==> config.mk <==
export PLATFORM = sky130hd
export DESIGN_NAME = mem_arbiter_flat
export DESIGN_NICKNAME = d
export VERILOG_FILES = /design/src/rtl/mem_arbiter_if.sv /design/src/rtl/mem_arbiter.sv /design/src/flat_wrapper.sv
export SDC_FILE = /design/constraint.sdc
export NUM_CORES = 1
export LEC_CHECK = 0
export ABC_AREA = 1
export CAP_MARGIN = 20
export CORE_AREA = 2 2 121 123
export DETAILED_ROUTE_END_ITERATION = 8
export DIE_AREA = 0 0 123 125
export MAX_ROUTING_LAYER = met4
export PLACE_DENSITY = 0.74
export SLEW_MARGIN = 30
export SYNTH_ARGS = -nofsm -noshare
export SYNTH_HDL_FRONTEND = slang
export SYNTH_SLANG_ARGS = --single-unit
==> constraint.sdc <==
create_clock -name clk -period 2.9 [get_ports clk]
set_clock_uncertainty 0.15 [all_clocks]
set_input_delay 0.29 -clock clk [delete_from_list [all_inputs] [get_ports clk]]
set_output_delay 0.29 -clock clk [all_outputs]
set_load 0.03 [all_outputs]
==> src/rtl/mem_arbiter_if.sv <==
// Purpose: shared types and bundled signals between the two cache requesters,
//          the memory arbiter and the downstream memory port.
// Contents:
//   mem_arbiter_pkg  - memory_operation_e (LOAD / STORE)
//   mem_arbiter_if   - requester side  : rq_valid, rq_operation, rq_address,
//                                        rq_store_word, rq_fulfilled, rq_loaded_word
//                      memory side     : mem_req_valid, mem_req_operation,
//                                        mem_req_address, mem_req_store_word,
//                                        mem_req_fulfilled, mem_loaded_word
//   modport slave    - the arbiter's view
//   modport master   - the environment's view (requesters + memory)

package mem_arbiter_pkg;
  typedef enum logic {
    LOAD  = 1'b0,
    STORE = 1'b1
  } memory_operation_e;
endpackage

interface mem_arbiter_if #(
  parameter int ADDR_W = 32,
  parameter int XLEN   = 32
) ();
  // Requester 0 = I-cache, requester 1 = D-cache.
  logic [1:0]                          rq_valid;
  mem_arbiter_pkg::memory_operation_e  rq_operation [2];
  logic [1:0][ADDR_W-1:0]              rq_address;
  logic [1:0][XLEN-1:0]                rq_store_word;
  logic [1:0]                          rq_fulfilled;
  logic [XLEN-1:0]                     rq_loaded_word;

  logic                                mem_req_valid;
  mem_arbiter_pkg::memory_operation_e  mem_req_operation;
  logic [ADDR_W-1:0]                   mem_req_address;
  logic [XLEN-1:0]                     mem_req_store_word;
  logic                                mem_req_fulfilled;
  logic [XLEN-1:0]                     mem_loaded_word;

  modport slave (
    input  rq_valid, rq_operation, rq_address, rq_store_word,
    output rq_fulfilled, rq_loaded_word,
    output mem_req_valid, mem_req_operation, mem_req_address, mem_req_store_word,
    input  mem_req_fulfilled, mem_loaded_word
  );

  modport master (
    output rq_valid, rq_operation, rq_address, rq_store_word,
    input  rq_fulfilled, rq_loaded_word,
    input  mem_req_valid, mem_req_operation, mem_req_address, mem_req_store_word,
    output mem_req_fulfilled, mem_loaded_word
  );
endinterface

==> src/rtl/mem_arbiter.sv <==
// Purpose: two-requester memory arbiter (I-cache / D-cache) in front of a
//          single memory port. Ownership is held for a whole line transaction
//          (as long as the owner keeps rq_valid high), ties from idle go to the
//          requester named by a round-robin priority pointer, and ownership
//          hands over directly to a waiting requester without an idle bubble.
// Ports:
//   clk              - clock, all state on posedge
//   reset_n          - synchronous active-low reset
//   bus              - mem_arbiter_if.slave (requester + memory signals)
//   grant[1:0]       - one-hot current owner, 2'b00 when idle
//   grant_count0/1   - saturating count of grants given to each requester
//   conflict_cycles  - saturating count of cycles where a valid requester
//                      was not the owner
//
// state     | meaning
// ----------+------------------------------------------------
// ST_IDLE   | no owner; memory request outputs held at zero
// ST_GRANT0 | requester 0 (I-cache) owns the memory port
// ST_GRANT1 | requester 1 (D-cache) owns the memory port

module mem_arbiter #(
  parameter int ADDR_W = 32,
  parameter int XLEN   = 32,
  parameter int CNT_W  = 16
) (
  input  logic             clk,
  input  logic             reset_n,
  mem_arbiter_if.slave     bus,
  output logic [1:0]       grant,
  output logic [CNT_W-1:0] grant_count0,
  output logic [CNT_W-1:0] grant_count1,
  output logic [CNT_W-1:0] conflict_cycles
);

  localparam logic [1:0] ST_IDLE   = 2'd0;
  localparam logic [1:0] ST_GRANT0 = 2'd1;
  localparam logic [1:0] ST_GRANT1 = 2'd2;

  localparam logic [CNT_W-1:0] CNT_MAX = '1;
  localparam logic [CNT_W-1:0] CNT_ONE = CNT_W'(1);

  logic [1:0]       state_q, state_d;
  logic             prio_q, prio_d;
  logic [CNT_W-1:0] gcnt0_q, gcnt0_d;
  logic [CNT_W-1:0] gcnt1_q, gcnt1_d;
  logic [CNT_W-1:0] conf_q, conf_d;

  logic [1:0]       rv;
  logic             enter0, enter1, conflict;
  logic [1:0]       state_eff;

  logic                               req_valid;
  mem_arbiter_pkg::memory_operation_e req_op;
  logic [ADDR_W-1:0]                  req_addr;
  logic [XLEN-1:0]                    req_data;

  assign rv = bus.rq_valid;

  // Next-state and priority pointer
  always_comb begin
    state_d = state_q;
    prio_d  = prio_q;
    case (state_q)
      ST_IDLE: begin
        case (rv)
          2'b01:   state_d = ST_GRANT0;
          2'b10:   state_d = ST_GRANT1;
          2'b11:   state_d = prio_q ? ST_GRANT1 : ST_GRANT0;
          default: state_d = ST_IDLE;
        endcase
      end
      ST_GRANT0: begin
        if (!rv[0]) begin
          prio_d  = 1'b1;
          state_d = rv[1] ? ST_GRANT1 : ST_IDLE;
        end
      end
      ST_GRANT1: begin
        if (!rv[1]) begin
          prio_d  = 1'b0;
          state_d = rv[0] ? ST_GRANT0 : ST_IDLE;
        end
      end
      default: state_d = ST_IDLE;
    endcase
  end

  // Statistics: a grant is counted on entry, a conflict cycle is any cycle
  // where at least one valid requester is not the current owner.
  always_comb begin
    enter0   = (state_d == ST_GRANT0) && (state_q != ST_GRANT0);
    enter1   = (state_d == ST_GRANT1) && (state_q != ST_GRANT1);
    conflict = (rv[0] && (state_q != ST_GRANT0)) ||
               (rv[1] && (state_q != ST_GRANT1));

    gcnt0_d = gcnt0_q;
    gcnt1_d = gcnt1_q;
    conf_d  = conf_q;
    if (enter0 && (gcnt0_q != CNT_MAX))  gcnt0_d = gcnt0_q + CNT_ONE;
    if (enter1 && (gcnt1_q != CNT_MAX))  gcnt1_d = gcnt1_q + CNT_ONE;
    if (conflict && (conf_q != CNT_MAX)) conf_d  = conf_q + CNT_ONE;
  end

  always_ff @(posedge clk) begin
    if (!reset_n) begin
      state_q <= ST_IDLE;
      prio_q  <= 1'b0;
      gcnt0_q <= '0;
      gcnt1_q <= '0;
      conf_q  <= '0;
    end else begin
      state_q <= state_d;
      prio_q  <= prio_d;
      gcnt0_q <= gcnt0_d;
      gcnt1_q <= gcnt1_d;
      conf_q  <= conf_d;
    end
  end

  // Outputs decode from the state, forced to idle while reset is held so that
  // nothing leaks out during the reset cycle itself.
  assign state_eff = reset_n ? state_q : ST_IDLE;

  always_comb begin
    req_valid = 1'b0;
    req_op    = mem_arbiter_pkg::LOAD;
    req_addr  = '0;
    req_data  = '0;
    if (state_eff == ST_GRANT0) begin
      req_valid = rv[0];
      req_op    = bus.rq_operation[0];
      req_addr  = bus.rq_address[0];
      req_data  = bus.rq_store_word[0];
    end else if (state_eff == ST_GRANT1) begin
      req_valid = rv[1];
      req_op    = bus.rq_operation[1];
      req_addr  = bus.rq_address[1];
      req_data  = bus.rq_store_word[1];
    end
  end

  assign grant                  = {state_eff == ST_GRANT1, state_eff == ST_GRANT0};
  assign bus.mem_req_valid      = req_valid;
  assign bus.mem_req_operation  = req_op;
  assign bus.mem_req_address    = req_addr;
  assign bus.mem_req_store_word = req_data;
  assign bus.rq_fulfilled       = {2{bus.mem_req_fulfilled}} & grant;
  assign bus.rq_loaded_word     = bus.mem_loaded_word;

  assign grant_count0    = gcnt0_q;
  assign grant_count1    = gcnt1_q;
  assign conflict_cycles = conf_q;

endmodule

==> src/flat_wrapper.sv <==
// flat-port wrapper written by rule: the top's interface ports become plain ports
module mem_arbiter_flat 
#(
  parameter int ADDR_W = 32,
  parameter int XLEN   = 32,
  parameter int CNT_W  = 16
)
  (clk, reset_n, grant, grant_count0, grant_count1, conflict_cycles, bus_rq_valid, bus_rq_operation, bus_rq_address, bus_rq_store_word, bus_rq_fulfilled, bus_rq_loaded_word, bus_mem_req_valid, bus_mem_req_operation, bus_mem_req_address, bus_mem_req_store_word, bus_mem_req_fulfilled, bus_mem_loaded_word);
  mem_arbiter_if #(.ADDR_W(ADDR_W), .XLEN(XLEN)) bus_i ();
  input  logic clk;
  input  logic reset_n;
  output logic [1:0] grant;
  output logic [CNT_W-1:0] grant_count0;
  output logic [CNT_W-1:0] grant_count1;
  output logic [CNT_W-1:0] conflict_cycles;
  input wire logic [$bits(bus_i.rq_valid)-1:0] bus_rq_valid;
  input wire logic [$bits(bus_i.rq_operation)-1:0] bus_rq_operation;
  input wire logic [$bits(bus_i.rq_address)-1:0] bus_rq_address;
  input wire logic [$bits(bus_i.rq_store_word)-1:0] bus_rq_store_word;
  output wire logic [$bits(bus_i.rq_fulfilled)-1:0] bus_rq_fulfilled;
  output wire logic [$bits(bus_i.rq_loaded_word)-1:0] bus_rq_loaded_word;
  output wire logic [$bits(bus_i.mem_req_valid)-1:0] bus_mem_req_valid;
  output wire logic [$bits(bus_i.mem_req_operation)-1:0] bus_mem_req_operation;
  output wire logic [$bits(bus_i.mem_req_address)-1:0] bus_mem_req_address;
  output wire logic [$bits(bus_i.mem_req_store_word)-1:0] bus_mem_req_store_word;
  input wire logic [$bits(bus_i.mem_req_fulfilled)-1:0] bus_mem_req_fulfilled;
  input wire logic [$bits(bus_i.mem_loaded_word)-1:0] bus_mem_loaded_word;
  assign bus_i.rq_valid = bus_rq_valid;
  assign bus_i.rq_operation = {>>{bus_rq_operation}};
  assign bus_i.rq_address = bus_rq_address;
  assign bus_i.rq_store_word = bus_rq_store_word;
  assign bus_rq_fulfilled = bus_i.rq_fulfilled;
  assign bus_rq_loaded_word = bus_i.rq_loaded_word;
  assign bus_mem_req_valid = bus_i.mem_req_valid;
  assign bus_mem_req_operation = bus_i.mem_req_operation;
  assign bus_mem_req_address = bus_i.mem_req_address;
  assign bus_mem_req_store_word = bus_i.mem_req_store_word;
  assign bus_i.mem_req_fulfilled = bus_mem_req_fulfilled;
  assign bus_i.mem_loaded_word = bus_mem_loaded_word;
  mem_arbiter #(.ADDR_W(ADDR_W), .XLEN(XLEN), .CNT_W(CNT_W)) u_core (.clk(clk), .reset_n(reset_n), .bus(bus_i), .grant(grant), .grant_count0(grant_count0), .grant_count1(grant_count1), .conflict_cycles(conflict_cycles));
endmodule
==> summary.md, run 1 <==
| Metric | Value |
|---|---|
| Status | finished, final reports clean |
| Number of standard cells in the final layout excluding fillers | 997 |
| Critical path data arrival time | 1.95 ns |
| Commonest cells in the synthesized netlist | sky130_fd_sc_hd__nand2_1 (164), sky130_fd_sc_hd__nor2_1 (68), sky130_fd_sc_hd__a22o_1 (65) |
| Met2 wire length | 7230 um |
| Count of yosys warnings during synthesis | 0 |
| Number of sinks on the clock net | 51 |
| Sequential share of power | 34.9% |
| CTS Buffer Depth | 2 |
| Floorplan Core Area | 14200 um^2 |
| Final weighted congestion in routability-driven placement | 0.891 |
| CTS tree | built |
| Layout fillers | 1353 |
| Number of optimization iterations in the first detailed-route pass | 5 |
| Maximum ir drop on the vdd rail | 0.000212 V |
| Register bit count reported by yosys | 51 |
| Top flip-flop cell by instance count after synthesis | sky130_fd_sc_hd__dfxtp_1 |
| Amount of wire on met3 after detailed routing | 2110 um |
| Overall die width | 123 um |
| Routed Antenna Nets | 0 |
| Clock Pin Slew Worst Setup and Hold Paths | 0.07 ns |
| Clock Tree Root | sky130_fd_sc_hd__clkbuf_16 |
| Cell type with the largest total area after synthesis | sky130_fd_sc_hd__dfxtp_1 |
| Critical path endpoint category | output pin |
| Clk_lat worst skew | 0.29 ns |
| Maximum number of pins on one net before global-route repair | 40 |
| Top routing layer in use | met4 |
| Share of synthesized registers carrying an async set or reset | 0% |
| Synth Area in Compound Gates | 22.6% |
| Number of antenna violations at the first check in global routing | 8 |
| Switching portion of total power | 30.6% |
| Post-route DRC violation count | 0 |
| Number of global-route vias before repair | 4373 |
| Switching power | 643 uW |
| Post-synth design cell area | 3950 um^2 |
| Final setup TNS | 0 ns |
| Main combinational cell family by area after synthesis | simple AND/OR/NAND/NOR gates |
| Cell variety after synth | 32 |
| Final number of max-transition violations | 0 |
| Gate power share | 35.2% |
| Count of flip-flops with a built-in enable after synthesis | 0 |
| Data required time of the critical path | 2.46 ns |
| Average wire per standard cell | 18.2 um |
| Post-synthesis share of cell area spent on full adders, half adders and majority gates | 0.951% |
| Routed length on met1 | 8310 um |
| # placed instances | 981 |
| Total die area | 15400 um^2 |
| Basic-gate share of the synthesized area counting and, or, nand and nor cells | 32.1% |
| Area share of xor/xnor cells in the synthesized design | 4.88% |
| Min-delay worst type | reg -> reg |
| Min Tclk post-route | 2.39 ns |
| Count of input and output buffers | 252 |
| Via count normalized by instance count | 4.76 |
| Syn-to-layout area delta | 74.7% |
| GRT Overall Usage | 23.4% |
| Fraction of layout cells with a size suffix above 1 | 14.4% |
| Total global routing overflow | 0 |
| Top cells by area in the synthesized netlist | sky130_fd_sc_hd__dfxtp_1 (26%), sky130_fd_sc_hd__nand2_1 (16%), sky130_fd_sc_hd__a22o_1 (14%) |
| Starting density of the core | 27.8% |
| Flop2flop setup slack | 0.93 ns |
| Routed Wire Length | 18200 um |
| Leakage power total | 0.00256 uW |
| Placed wire-length estimate after detailed placement | 14800 um |
| Final hold violation count | 0 |
| Critical Path Start Type | register |
| RSZ-0062 raised after global routing | false |
| Number of cell rows | 44 |
| Total via count in the routed design | 4743 |
| Number of nets in the final layout | 974 |
| FMAX | 419 MHz |
| CTS-repair resized insts | 0 |
| Share of the synthesized area in the top cell type | 25.9% |
| Mapped Cells | 594 |
| Post-CTS Hold Buffers | 0 |
| Mean post-synth cell area | 6.65 um^2 |
| Wire length of the first global-routing pass | 26400 um |
| Setup fix buffers added after clock tree synthesis | 0 |
| Count of max-cap constraint violations | 0 |
| Count of routing violations after the opening detailed-route iteration | 334 |
| Maximum level of the CTS H-tree | 2 |
| Final setup violating endpoints | 0 |
| Crit Path Max Fanout | 35 |
| Final clock period utilization by the worst path | 82.3% |
| Int Pwr | 1460 uW |
| Class of the most critical setup path | reg -> out |
| TritonCTS buffer count | 5 |
| Synth Net Count | 764 |
| Most used standard cell by instance count after synthesis | sky130_fd_sc_hd__nand2_1 |
| Number of primary I/O pins | 317 |
| Portion of total power attributed to the clock network | 30.0% |
| Pwr per Cell Area | 305 nW/um^2 |
| Portion of the post-synthesis area used by sequential elements | 25.9% |
| Transition time at the pin with the least slew margin | 0.505 ns |
| Headroom to the max-slew limit | 66.3% |
| Die Height | 125 um |
| Post-synthesis mux area share | 0% |
## layer usage
metal	track usage (%)	vias up
li1	-	2389
met1	32.9	2119
met2	30.9	203
met3	8.58	32
met4	6.75	0
met5	-	-
## cell type report
type	instances	area, um^2	share of cell area [%]
sequential	51	1020	14.8
antenna	8	20.0	0.290
clock buffer	8	156	2.27
tap	184	230	3.34
multi-input combinational	443	2400	34.8
timing repair buffer	260	2910	42.2
inverter	43	163	2.36
## cells in the final DEF, fill, tap and decap left out, types with 2 or more instances in the layout
cell	netlist	layout
sky130_fd_sc_hd__nand4_1	12	12
sky130_fd_sc_hd__buf_12	1	40
sky130_fd_sc_hd__xnor2_1	9	9
sky130_fd_sc_hd__buf_4	33	38
sky130_fd_sc_hd__nor2_2	4	3
sky130_fd_sc_hd__nor3_1	3	3
sky130_fd_sc_hd__clkdlybuf4s50_1	0	182
sky130_fd_sc_hd__a21oi_1	38	38
sky130_fd_sc_hd__nand2_1	164	164
sky130_fd_sc_hd__clkbuf_16	0	5
sky130_fd_sc_hd__nand2_2	7	7
sky130_fd_sc_hd__inv_2	3	3
sky130_fd_sc_hd__diode_2	0	8
sky130_fd_sc_hd__dfxtp_1	51	51
sky130_fd_sc_hd__clkbuf_8	0	2
sky130_fd_sc_hd__nor2_4	2	4
sky130_fd_sc_hd__nand3_1	29	29
sky130_fd_sc_hd__a22o_1	65	65
sky130_fd_sc_hd__ha_1	3	3
sky130_fd_sc_hd__o21ai_0	10	10
sky130_fd_sc_hd__nand3_2	4	4
sky130_fd_sc_hd__xor2_1	13	13
sky130_fd_sc_hd__a21oi_2	6	6
sky130_fd_sc_hd__inv_1	39	39
sky130_fd_sc_hd__nor2_1	68	67
## worst max-delay path: stages, from the launching register on
cell	delay, ns
sky130_fd_sc_hd__dfxtp_1	0.35
sky130_fd_sc_hd__inv_2	0.10
sky130_fd_sc_hd__nor2_4	0.15
sky130_fd_sc_hd__inv_1	0.09
sky130_fd_sc_hd__nor2_4	0.33
sky130_fd_sc_hd__buf_12	0.25
sky130_fd_sc_hd__a22o_1	0.23
sky130_fd_sc_hd__buf_12	0.14
## cells by family (layout without fill, tap and decap cells)
kind of cell / Yosys count / after routing
AND/OR/NAND/NOR: 296 / 296
other: 0 / 8
flip-flops: 51 / 51
buffers and inverters: 100 / 311
adder cells (fa/ha/maj): 3 / 3
AO/OA/AOI/OAI: 122 / 122
XOR/XNOR: 22 / 22
## through the flow
| step | setup WS [ns] | util [%] | hold slack (ns) | cell area, um^2 | power (uW) |
|---|---|---|---|---|---|
| finish | 0.513 | 48.6 | 0.367 | 6900 | 2100 |
| detailed placement | 0.566 | 47.3 | 0.359 | 6720 | 1480 |
| floorplan | 0.891 | - | 0.252 | 3950 | 1130 |
| global route | 0.404 | 48.6 | 0.409 | 6900 | 2170 |
| global placement | 0.582 | 47.3 | 0.351 | 6720 | 1490 |
| CTS | 0.513 | 48.4 | 0.374 | 6880 | 2110 |
## sequential cells by signal, summed over array words and instances (netlist names)
signal,cells
u_core.conflict_cycles,16
u_core.grant_count0,16
u_core.grant_count1,16
u_core.state_q,2
u_core.prio_q,1
## final timing paths
path         depth (start not counted)                   endpoint                 startpoint
min                                  2  u_core.conflict_cycles[8]  u_core.conflict_cycles[8]
max reg2reg                          9    u_core.grant_count0[15]     u_core.grant_count0[0]
max                                  7  bus_mem_req_store_word[9]          u_core.state_q[1]
min reg2reg                          2  u_core.conflict_cycles[8]  u_core.conflict_cycles[8]
## power by group through the flow
stage               Sequential, uW  Combinational, uW  Clock (uW)
floorplan                      767                367           0
global placement               748                740           0
detailed placement             749                735           0
CTS                            733                739         641
global route                   735                773         666
finish                         733                739         630
(Power assumes the default switching activity.)
==> inputs of run 2 (changes only) <==
--- a/config.mk
+++ b/config.mk
@@ -7,11 +7,11 @@
 export LEC_CHECK = 0
 export ABC_AREA = 1
 export CAP_MARGIN = 20
-export CORE_AREA = 2 2 121 123
+export CORE_AREA = 2 2 125 127
 export DETAILED_ROUTE_END_ITERATION = 8
-export DIE_AREA = 0 0 123 125
+export DIE_AREA = 0 0 127 129
 export MAX_ROUTING_LAYER = met4
-export PLACE_DENSITY = 0.74
+export PLACE_DENSITY = 0.7
 export SLEW_MARGIN = 30
 export SYNTH_ARGS = -nofsm -noshare
 export SYNTH_HDL_FRONTEND = slang
==> constraint.sdc (replaced) <==
create_clock -name clk -period 2.26 [get_ports clk]
set_clock_uncertainty 0.15 [all_clocks]
set_input_delay 0.226 -clock clk [delete_from_list [all_inputs] [get_ports clk]]
set_output_delay 0.226 -clock clk [all_outputs]
set_load 0.03 [all_outputs]
==> summary.md, run 2 (same netlist as run 1, synthesis figures left out) <==
| Metric | Value |
|---|---|
| Status | finished, final reports clean |
| Post-route DRC violation count | 0 |
| Number of sinks on the clock net | 51 |
| Average wire per standard cell | 18.2 um |
| Final setup violating endpoints | 0 |
| Amount of wire on met3 after detailed routing | 2110 um |
| TritonCTS buffer count | 5 |
| Critical path data arrival time | 1.78 ns |
| Overall die width | 127 um |
| Maximum number of pins on one net before global-route repair | 40 |
| Pwr per Cell Area | 392 nW/um^2 |
| Pre-CTS setup slack | 0.101 ns |
| Maximum level of the CTS H-tree | 2 |
| Final hold violation count | 0 |
| Switching portion of total power | 29.6% |
| Total buffers and inverters traversed by the critical path | 5 |
| Sequential share of power | 34.3% |
| Number of nets in the final layout | 989 |
| Syn-to-layout area delta | 76.6% |
| Clock Tree Root | sky130_fd_sc_hd__clkbuf_16 |
| Count of max-cap constraint violations | 0 |
| Crit Path Max Fanout | 18 |
| Min-delay worst type | in -> out |
| GRT Overall Usage | 21.4% |
| Data required time of the critical path | 1.88 ns |
| Number of primary I/O pins | 317 |
| Clk_lat worst skew | 0.29 ns |
| Number of antenna violations at the first check in global routing | 6 |
| Gate power share | 35.0% |
| Highest-count cells in the layout ignoring fill and taps | sky130_fd_sc_hd__clkdlybuf4s50_1 (182), sky130_fd_sc_hd__nand2_1 (164), sky130_fd_sc_hd__nor2_1 (67) |
| Most common library cell in the layout ignoring fill and taps | sky130_fd_sc_hd__clkdlybuf4s50_1 |
| Top routing layer in use | met4 |
| Leakage power total | 0.00263 uW |
| FMAX | 464 MHz |
| Crit-path most repeated cell | sky130_fd_sc_hd__buf_12 |
| Critical path endpoint category | output pin |
| Routed Antenna Nets | 0 |
| Routed length on met1 | 8160 um |
| Via count normalized by instance count | 4.73 |
| Starting density of the core | 26.4% |
| Routed Wire Length | 18500 um |
| Critical Path Slowest Stage Cell | sky130_fd_sc_hd__dfxtp_1 |
| Fraction of layout cells with a size suffix above 1 | 16.0% |
| Final number of max-transition violations | 0 |
| Class of the most critical setup path | reg -> out |
| Portion of total power attributed to the clock network | 30.7% |
| Series of cell instances along the critical path | inv_2 > nor2_4 > inv_1 > nor2_4 > buf_12 > buf_12 > a22o_1 > buf_12 |
| Critical Path Start Type | register |
| Total die area | 16400 um^2 |
| RSZ-0062 raised after global routing | false |
| Floorplan Core Area | 15000 um^2 |
| Count of routing violations after the opening detailed-route iteration | 284 |
| CTS tree | built |
| Final weighted congestion in routability-driven placement | 0.951 |
| Clock Pin Slew Worst Setup and Hold Paths | 0.07 ns |
| Final setup TNS | 0 ns |
| CTS Buffer Depth | 2 |
| Min Tclk post-route | 2.16 ns |
| Longest individual stage delay on the worst path | 0.34 ns |
| Minimum setup slack in the final design | 0.104 ns |
| Number of global-route vias before repair | 4170 |
| Headroom to the max-slew limit | 66.2% |
| Total via count in the routed design | 4793 |
| Met2 wire length | 7770 um |
| Die Height | 129 um |
| Maximum ir drop on the vdd rail | 0.000274 V |
| Family with the most delay on the worst path | buffers and inverters |
| Placed wire-length estimate after detailed placement | 15200 um |
| Final cell utilization of the core | 46.6% |
| Int Pwr | 1930 uW |
| Transition time at the pin with the least slew margin | 0.507 ns |
| Total global routing overflow | 0 |
| Switching power | 808 uW |
| Number of optimization iterations in the first detailed-route pass | 5 |
| Post-CTS Hold Buffers | 0 |
| Number of cell rows | 45 |
| Count of input and output buffers | 252 |
| Final clock period utilization by the worst path | 95.4% |
| Wire length of the first global-routing pass | 25800 um |
-- run 2: stage by stage --
step	instance area, um^2	instances	power, uW	hold WS, ns
after floorplan	3950	594	1450	0.188
after global routing	6970	1013	2850	0.302
after detailed placement	6760	998	1900	0.302
final	6970	1013	2730	0.302
after CTS	6920	1005	2760	0.302
after global placement	6760	998	1910	0.302
-- run 2: repair_timing --
action	in CTS	in global routing
resized for setup	0	1
setup buffers	0	1
setup endpoints to repair	0	2
-- run 2: layout make-up --
type,instances,area (um^2)
fillers,1448,8000
repair buffers,275,2980
multi-input cells,443,2410
flip-flops and latches,51,1020
well taps,188,235
inverters,43,163
clock buffers,6,129
clock inverters,1,30.0
diodes,6,15.0
-- run 2: power groups by stage --
stage / registers, uW / clock network [uW] / logic [uW]
floorplan: 984 / 0 / 471
global placement: 958 / 0 / 949
detailed placement: 958 / 0 / 946
CTS: 937 / 869 / 951
global route: 940 / 903 / 1000
finish: 937 / 839 / 957
-- run 2: worst reg2reg max path, stage by stage, from the launching register on --
cell                      delay [ns]
sky130_fd_sc_hd__dfxtp_1        0.40
sky130_fd_sc_hd__ha_1           0.22
sky130_fd_sc_hd__nand2_1        0.09
sky130_fd_sc_hd__nor2_1         0.17
sky130_fd_sc_hd__nand2_1        0.13
sky130_fd_sc_hd__nor2_1         0.16
sky130_fd_sc_hd__inv_1          0.05
sky130_fd_sc_hd__nand2_1        0.29
sky130_fd_sc_hd__nand2_1        0.11
sky130_fd_sc_hd__a21oi_1        0.14
-- run 2: worst paths after layout --
check                              from                    endpoint  slack [ns]  cells after the start
max reg2reg      u_core.grant_count0[0]      u_core.grant_count0[3]        0.28                      9
max                   u_core.state_q[1]  bus_mem_req_store_word[25]        0.10                      8
min reg2reg  u_core.conflict_cycles[15]  u_core.conflict_cycles[15]        0.36                      2
min             bus_mem_loaded_word[11]      bus_rq_loaded_word[11]        0.30                      0
-- run 2: per-layer routing --
layer  GRT usage (%)  vias to the layer above
met3            9.90                       22
met4            5.69                        0
met5               -                        -
li1                -                     2413
met1            27.6                     2156
met2            30.0                      202
==> inputs of run 3 (changes only) <==
--- a/config.mk
+++ b/config.mk
@@ -12,6 +12,7 @@
 export DIE_AREA = 0 0 127 129
 export MAX_ROUTING_LAYER = met4
 export PLACE_DENSITY = 0.7
+export REMOVE_ABC_BUFFERS = 1
 export SLEW_MARGIN = 30
 export SYNTH_ARGS = -nofsm -noshare
 export SYNTH_HDL_FRONTEND = slang
==> summary.md, run 3 (same netlist as run 1, synthesis figures left out) <==
| Metric | Value |
|---|---|
| Min Tclk post-route | 2.16 ns |
| Final weighted congestion in routability-driven placement | 0.824 |
| Critical Path Start Type | input port |
| Series of cell instances along the critical path | clkdlybuf4s50_1 > inv_1 > nor2_4 > buf_4 > a22o_1 > buf_12 |
| Placed wire-length estimate after detailed placement | 13500 um |
| Overall die width | 127 um |
| Number of antenna violations at the first check in global routing | 0 |
| Class of the most critical setup path | in -> out |
| Count of input and output buffers | 252 |
| Clk_lat worst skew | 0.29 ns |
| Headroom to the max-slew limit | 66.3% |
| Family with the most delay on the worst path | buffers and inverters |
| Critical Path Slowest Stage Cell | sky130_fd_sc_hd__clkdlybuf4s50_1 |
| Average wire per standard cell | 17.3 um |
| Maximum level of the CTS H-tree | 2 |
| Floorplan Core Area | 15000 um^2 |
| Total global routing overflow | 0 |
| Final setup violating endpoints | 0 |
| Maximum ir drop on the vdd rail | 0.000298 V |
| Routed Antenna Nets | 0 |
| Data required time of the critical path | 1.88 ns |
| Minimum setup slack in the final design | 0.104 ns |
| Clock Tree Root | sky130_fd_sc_hd__clkbuf_16 |
| Longest individual stage delay on the worst path | 0.54 ns |
| Pre-CTS setup slack | 0.103 ns |
| FMAX | 464 MHz |
| Fraction of layout cells with a size suffix above 1 | 15.6% |
| Final number of max-transition violations | 0 |
| Status | finished, final reports clean |
| TritonCTS buffer count | 5 |
| Routed Wire Length | 17300 um |
| Total buffers and inverters traversed by the critical path | 4 |
| Antenna cell count | 0 |
| Leakage power total | 0.00257 uW |
| Total power draw | 2740 uW |
| Starting density of the core | 26.4% |
| Critical path endpoint category | output pin |
| RSZ-0062 raised after global routing | false |
| Crit Path Max Fanout | 15 |
| Min-delay worst type | in -> out |
| Count of max-cap constraint violations | 0 |
| Post-route DRC violation count | 0 |
| Number of global-route vias before repair | 4530 |
| Number of optimization iterations in the first detailed-route pass | 5 |
| Syn-to-layout area delta | 72.0% |
| Total via count in the routed design | 4868 |
| Highest-count cells in the layout ignoring fill and taps | sky130_fd_sc_hd__clkdlybuf4s50_1 (182), sky130_fd_sc_hd__nand2_1 (163), sky130_fd_sc_hd__nor2_1 (67) |
| Number of cell rows | 45 |
| Maximum number of pins on one net before global-route repair | 59 |
| Tightest hold margin | 0.302 ns |
| Final cell utilization of the core | 45.3% |
| Count of routing violations after the opening detailed-route iteration | 326 |
| CTS Buffer Depth | 2 |
| Critical path data arrival time | 1.78 ns |
| Transition time at the pin with the least slew margin | 0.505 ns |
| Most common library cell in the layout ignoring fill and taps | sky130_fd_sc_hd__clkdlybuf4s50_1 |
| Final clock period utilization by the worst path | 95.4% |
| Layout fillers | 1488 |
| Wire length of the first global-routing pass | 25300 um |
| Via count normalized by instance count | 4.87 |
| Pwr per Cell Area | 403 nW/um^2 |
| CTS tree | built |
| Number of sinks on the clock net | 51 |
| Final hold violation count | 0 |
| Die Height | 129 um |
| GRT Overall Usage | 20.4% |
| Number of primary I/O pins | 317 |
| Total die area | 16400 um^2 |
| Number of nets in the final layout | 981 |
run 3: final timing paths:
kind,from,endpoint,slack (ns),depth (start not counted)
max,reset_n,bus_mem_req_store_word[22],0.10,6
min reg2reg,u_core.prio_q,u_core.prio_q,0.35,2
max reg2reg,u_core.grant_count0[0],u_core.grant_count0[0],0.35,9
min,bus_mem_loaded_word[16],bus_rq_loaded_word[16],0.30,0
run 3: routing by layer:
metal / wire length, um / GRT usage, %
met1: 7570 / 25.8
met2: 8320 / 33.5
met3: 1320 / 5.49
met4: 102 / 2.84
met5: 0 / -
run 3: metrics by stage:
step	instance area (um^2)	std cells	setup TNS, ns
floorplan	3570	537	-132.13
global placement	6520	988	0
detailed placement	6520	988	0
CTS	6700	996	0
global route	6790	1000	0
finish	6790	1000	0
run 3: repair_timing:
action / CTS / global route
setup buffers: 0 / 2
endpoints found under the setup margin: 0 / 24
resized for setup: 0 / 4
hold buffers: 0 / 0
run 3: cell type report:
| cell class | instances | area (um^2) | share of cell area [%] |
|---|---|---|---|
| clock inverters | 2 | 35.0 | 0.516 |
| repair buffers | 267 | 2780 | 41.0 |
| flip-flops and latches | 51 | 1020 | 15.1 |
| inverters | 43 | 165 | 2.43 |
| multi-input cells | 443 | 2410 | 35.5 |
| well taps | 188 | 235 | 3.46 |
| clock buffers | 6 | 139 | 2.05 |
run 3: power breakdown:
part	leakage [uW]	switching, uW	internal (uW)
clock network	0.0000868	336	551
logic	0.00207	446	464
registers	0.000413	23.0	916
total	0.00257	805	1930
==> RTL edit 1: new RTL, flow settings as in run 3 <==
Make the reset (`reset_n`) asynchronous in one clocked block. Comments in the files are not updated.
--- a/src/rtl/mem_arbiter.sv
+++ b/src/rtl/mem_arbiter.sv
@@ -103,3 +103,3 @@
 
-  always_ff @(posedge clk) begin
+  always_ff @(posedge clk or negedge reset_n) begin
     if (!reset_n) begin
Check against the original RTL: differs if reset_n is asserted again (counterexample within 4 cycles, from zero or initial values and one cycle with reset_n low); with reset_n held inactive, the same outputs for 4 cycles.
==> RTL edit 1 against run 3 <==
Sequential cell count unchanged. Design area increased by 1.9%. Non-clock buffer count decreased by 1. Sequential share of layout area increased by 3.4 points. Area after synthesis increased by 4.2%. Wire length increased by 1.6%. Hold slack about the same. Setup slack got worse by 0.041 ns.
Power is not compared: it rests on default switching activity, and its combinational part moved more than twofold at a synthesized area within 25%.
==> RTL edit 1: results (changes against run 3) <==
| Metric | Value |
|---|---|
| Status | finished clean |
| Worst hold-check path type | in2out |
| Final Hold Fails | 0 (unchanged) |
| Static Leak | 0.003065 uW |
| CP Data Arrival Time | 1.82 ns (+0.04 ns) |
| Register area share after synthesis | 31.01% (+5.2 points) |
| Register-to-Register Path Depth | 7 (-2) |
| Root Driver | clkbuf_16 |
| Global-route wire length before repair | 24900 um (-1.6%) |
| Synth area leaders | dfrtp_1, nand2_1, a22o_1, buf_4, nor2_1 |
| Asr flop ratio synth | 100.0% (+100 points) |
| Crit Path Max Fanout | 33 (+18) |
| Reg-to-Reg Start | u_core.grant_count1[1] |
| Worst min-delay path endpoint | bus_rq_loaded_word[14] |
| WL/cell | 17.68 um (+2.1%) |
| Gr usage total | 20.23% (-0.15 points) |
| Hpwl dp | 13600 um (+0.66%) |
| Worst hold slack | 0.3022 ns (+0.00004800 ns) |
| Area after DPL | 0.006621 mm^2 (+1.5%) |
| Reg-to-reg critical path endpoint | u_core.grant_count1[13] |
| Ys flop type | dfrtp_1 |
| Slowest-stage cell, CP | dfrtp_1 |
| Post-Route WL | 17590 um (+1.6%) |
| Layout cells sized above 1 | 15.49% (-0.15 points) |
| Vias in the first global route | 4338 (-4.2%) |
| Worst hold start | bus_mem_loaded_word[14] |
| Synth top cells by count | nand2_1, a22o_1, dfrtp_1 |
| Largest net degree at the start of global routing | 52 (-12%) |
| Unique masters post-synth | 26 (-19%) |
| Placer Congestion | 0.8757 (+6.2%) |
| TritonCTS Buffers | 5 (unchanged) |
| CP peak stage delay | 0.40 ns (-0.14 ns) |
| DR iter-0 viols | 281 (-14%) |
| Reg2Reg Setup Slack | 0.37 ns (+0.02 ns) |
| DP Cell Count | 981 (-0.71%) |
-- RTL edit 1: final cells by class --
cell class	count	area [um^2]
fill	1472	8056
inverter	43	161.4
clock buffer	6	138.9
tap	188	235.2
clock inverter	2	13.76
timing repair buffer	266	2768
sequential	51	1276
multi-input combinational	439	2327
-- RTL edit 1: cells by family after synthesis --
| group | Yosys count | synth area share [%] |
|---|---|---|
| adder cells (fa/ha/maj) | 3 | 0.9122 |
| AND/OR/NAND/NOR | 325 | 33.05 |
| AO/OA/AOI/OAI | 91 | 17.94 |
| flip-flops | 51 | 31.01 |
| XOR/XNOR | 20 | 4.257 |
| buffers and inverters | 96 | 12.83 |
-- RTL edit 1: where the power goes --
group,switching (uW),leakage [uW],internal (uW)
clock,359,0.0000772,444
combinational,1550,0.00230,1240
sequential,295,0.000686,1100
-- RTL edit 1: routing by layer --
metal | global-route usage [%] | routed length (um) | vias up
met3 | 6.237 | 1661 | 27
li1 | - | - | 2341
met4 | 5.882 | 347 | 0
met1 | 24.56 | 7033 | 2178
met5 | - | 0 | -
met2 | 32.54 | 8549 | 222
-- RTL edit 1: worst max path at each step --
stage,from,cells past startpoint,to
after floorplan,u_core.state_q[1],5,bus_mem_req_valid
after global placement,u_core.state_q[1],8,bus_mem_req_valid
after detailed placement,u_core.state_q[1],8,bus_mem_req_valid
after CTS,u_core.state_q[1],8,bus_mem_req_valid
after global routing,u_core.state_q[1],8,bus_mem_req_valid
final,u_core.state_q[1],6,bus_mem_req_store_word[1]
-- RTL edit 1: timing repair --
item / 4_1_cts / 5_1_grt
cloned: 3 / 1
hold buffers: 1 / 0
endpoints found under the hold margin: 51 / 0
pin swaps: 0 / 2
endpoints found under the setup margin: 2 / 25
resized for setup: 0 / 1
buffers inserted: 0 / 1
-- RTL edit 1: metrics by stage --
stage          util (%)  setup slack (ns)
5_1_grt           46.21          -0.04908
2_1_floorplan         -           -0.8937
3_3_place_gp      44.21            0.2594
4_1_cts           45.95         -0.008741
3_5_place_dp      44.21            0.2472
6_report          46.21           0.06294
==> RTL edit 2: new RTL, flow settings as in run 3 <==
Without the edit above. `ADDR_W` is set to 32 in 3 places; all go to 28.
--- a/src/rtl/mem_arbiter_if.sv
+++ b/src/rtl/mem_arbiter_if.sv
@@ -20,3 +20,3 @@
 interface mem_arbiter_if #(
-  parameter int ADDR_W = 32,
+  parameter int ADDR_W = 28,
   parameter int XLEN   = 32
--- a/src/rtl/mem_arbiter.sv
+++ b/src/rtl/mem_arbiter.sv
@@ -21,3 +21,3 @@
 module mem_arbiter #(
-  parameter int ADDR_W = 32,
+  parameter int ADDR_W = 28,
   parameter int XLEN   = 32,
--- a/src/flat_wrapper.sv
+++ b/src/flat_wrapper.sv
@@ -3,3 +3,3 @@
 #(
-  parameter int ADDR_W = 32,
+  parameter int ADDR_W = 28,
   parameter int XLEN   = 32,
Interface: changed (resized bus_mem_req_address and bus_rq_address); port bits go from 317 to 305. No check against the original RTL was run, so the function may have changed too.
==> RTL edit 2 against run 3 <==
Design area down 5.9%. Maximum frequency grew 1.6%. Setup slack improved by 0.033 ns. Clock power up 3.9%. Wire length rose by 2.0%. Sequential cell count is the same. Total power down 2.6%. Combinational power decreased by 12%. Area after synthesis fell by 1.5%. Sequential power about the same.
==> RTL edit 2: results (changes against run 3) <==
| Metric | Value |
|---|---|
| Status | finished clean |
| Gate power share | 30.2% (-3.1 points) |
| Largest net degree at the start of global routing | 44 (-25%) |
| M1 WL | 7342 um (-3.0%) |
| Flip-flop and latch count | 51 (unchanged) |
| Worst Tran Pin Value | 0.5114 ns (+0.006367 ns) |
| Area after DPL | 0.006156 mm^2 (-5.6%) |
| Post-placement worst setup slack | 0.1741 ns (+0.07126 ns) |
| Global-route wire length before repair | 25630 um (+1.3%) |
| Final #Nets | 959 (-2.2%) |
| Initial antenna violation count | 11 (+11) |
| Static Leak | 0.002396 uW (-6.8%) |
| Placer Congestion | 0.8605 (+4.4%) |
| Layout Cells excl Fill | 997 (-0.30%) |
| Via-to-Cell Ratio | 4.782 (-1.8%) |
| Bufs w/o clock | 252 (-5.6%) |
| Clk pwr share | 34.6% (+2.2 points) |
| Logic inverters | 42 (-2.3%) |
| Fill cells | 1569 (+5.4%) |
| DR WL met3 | 3153 um (+140%) |
| Register area share after synthesis | 26.25% (+0.40 points) |
| Vias in the first global route | 4444 (-1.9%) |
| Multi-input gate area | 0.002347 mm^2 (-2.6%) |
| Hpwl dp | 14280 um (+5.7%) |
| Met3 Usage GRT | 15.63% (+10 points) |
| Layout cells sized above 1 | 13.16% (-2.5 points) |
| Post-Route WL | 17660 um (+2.0%) |
| DP Cell Count | 977 (-1.1%) |
| Post-Syn Area per Cell | 6.558 um^2 (-1.4%) |
| Input/output buffers | 240 (-4.8%) |
| Unique masters post-synth | 27 (-16%) |
| DR iter-0 viols | 264 (-19%) |
| Crit Path Max Fanout | 33 (+18) |
| Synth area leaders | dfxtp_1, nand2_1, a22o_1, buf_4, nor2_1 |
| CP Data Arrival Time | 1.75 ns (-0.03 ns) |
| Met2 global-route usage | 30.04% (-3.4 points) |
| Clk cell area share | 2.782% (+0.22 points) |
## RTL edit 2: worst max-delay path, cell delays in order, from the launching register on
cell	delay [ns]
dfxtp_2	0.36
inv_1	0.05
nor2_1	0.14
inv_2	0.09
nor2_4	0.23
buf_12	0.22
a22o_1	0.19
buf_4	0.17
## RTL edit 2: path summary, 6_finish.rpt
kind,from,endpoint,slack (ns),depth (start not counted)
max reg2reg,u_core.grant_count0[0],u_core.grant_count0[15],0.23,9
min reg2reg,u_core.conflict_cycles[15],u_core.conflict_cycles[15],0.36,2
max,u_core.state_q[0],bus_mem_req_address[23],0.14,7
min,bus_mem_loaded_word[29],bus_rq_loaded_word[29],0.30,0
## RTL edit 2: kinds of logic (layout without fill, tap and decap cells)
logic type	count (synthesis)	count (layout)	share of synthesized area, %
other	0	11	0
xor gates and xnor gates	24	24	5.405
and+or+nand+nor	300	300	32.50
buffers and inverters	97	302	13.64
adders and majority gates	3	3	0.9654
DFF	51	51	26.25
AOI/OAI and AO/OA	118	118	21.24
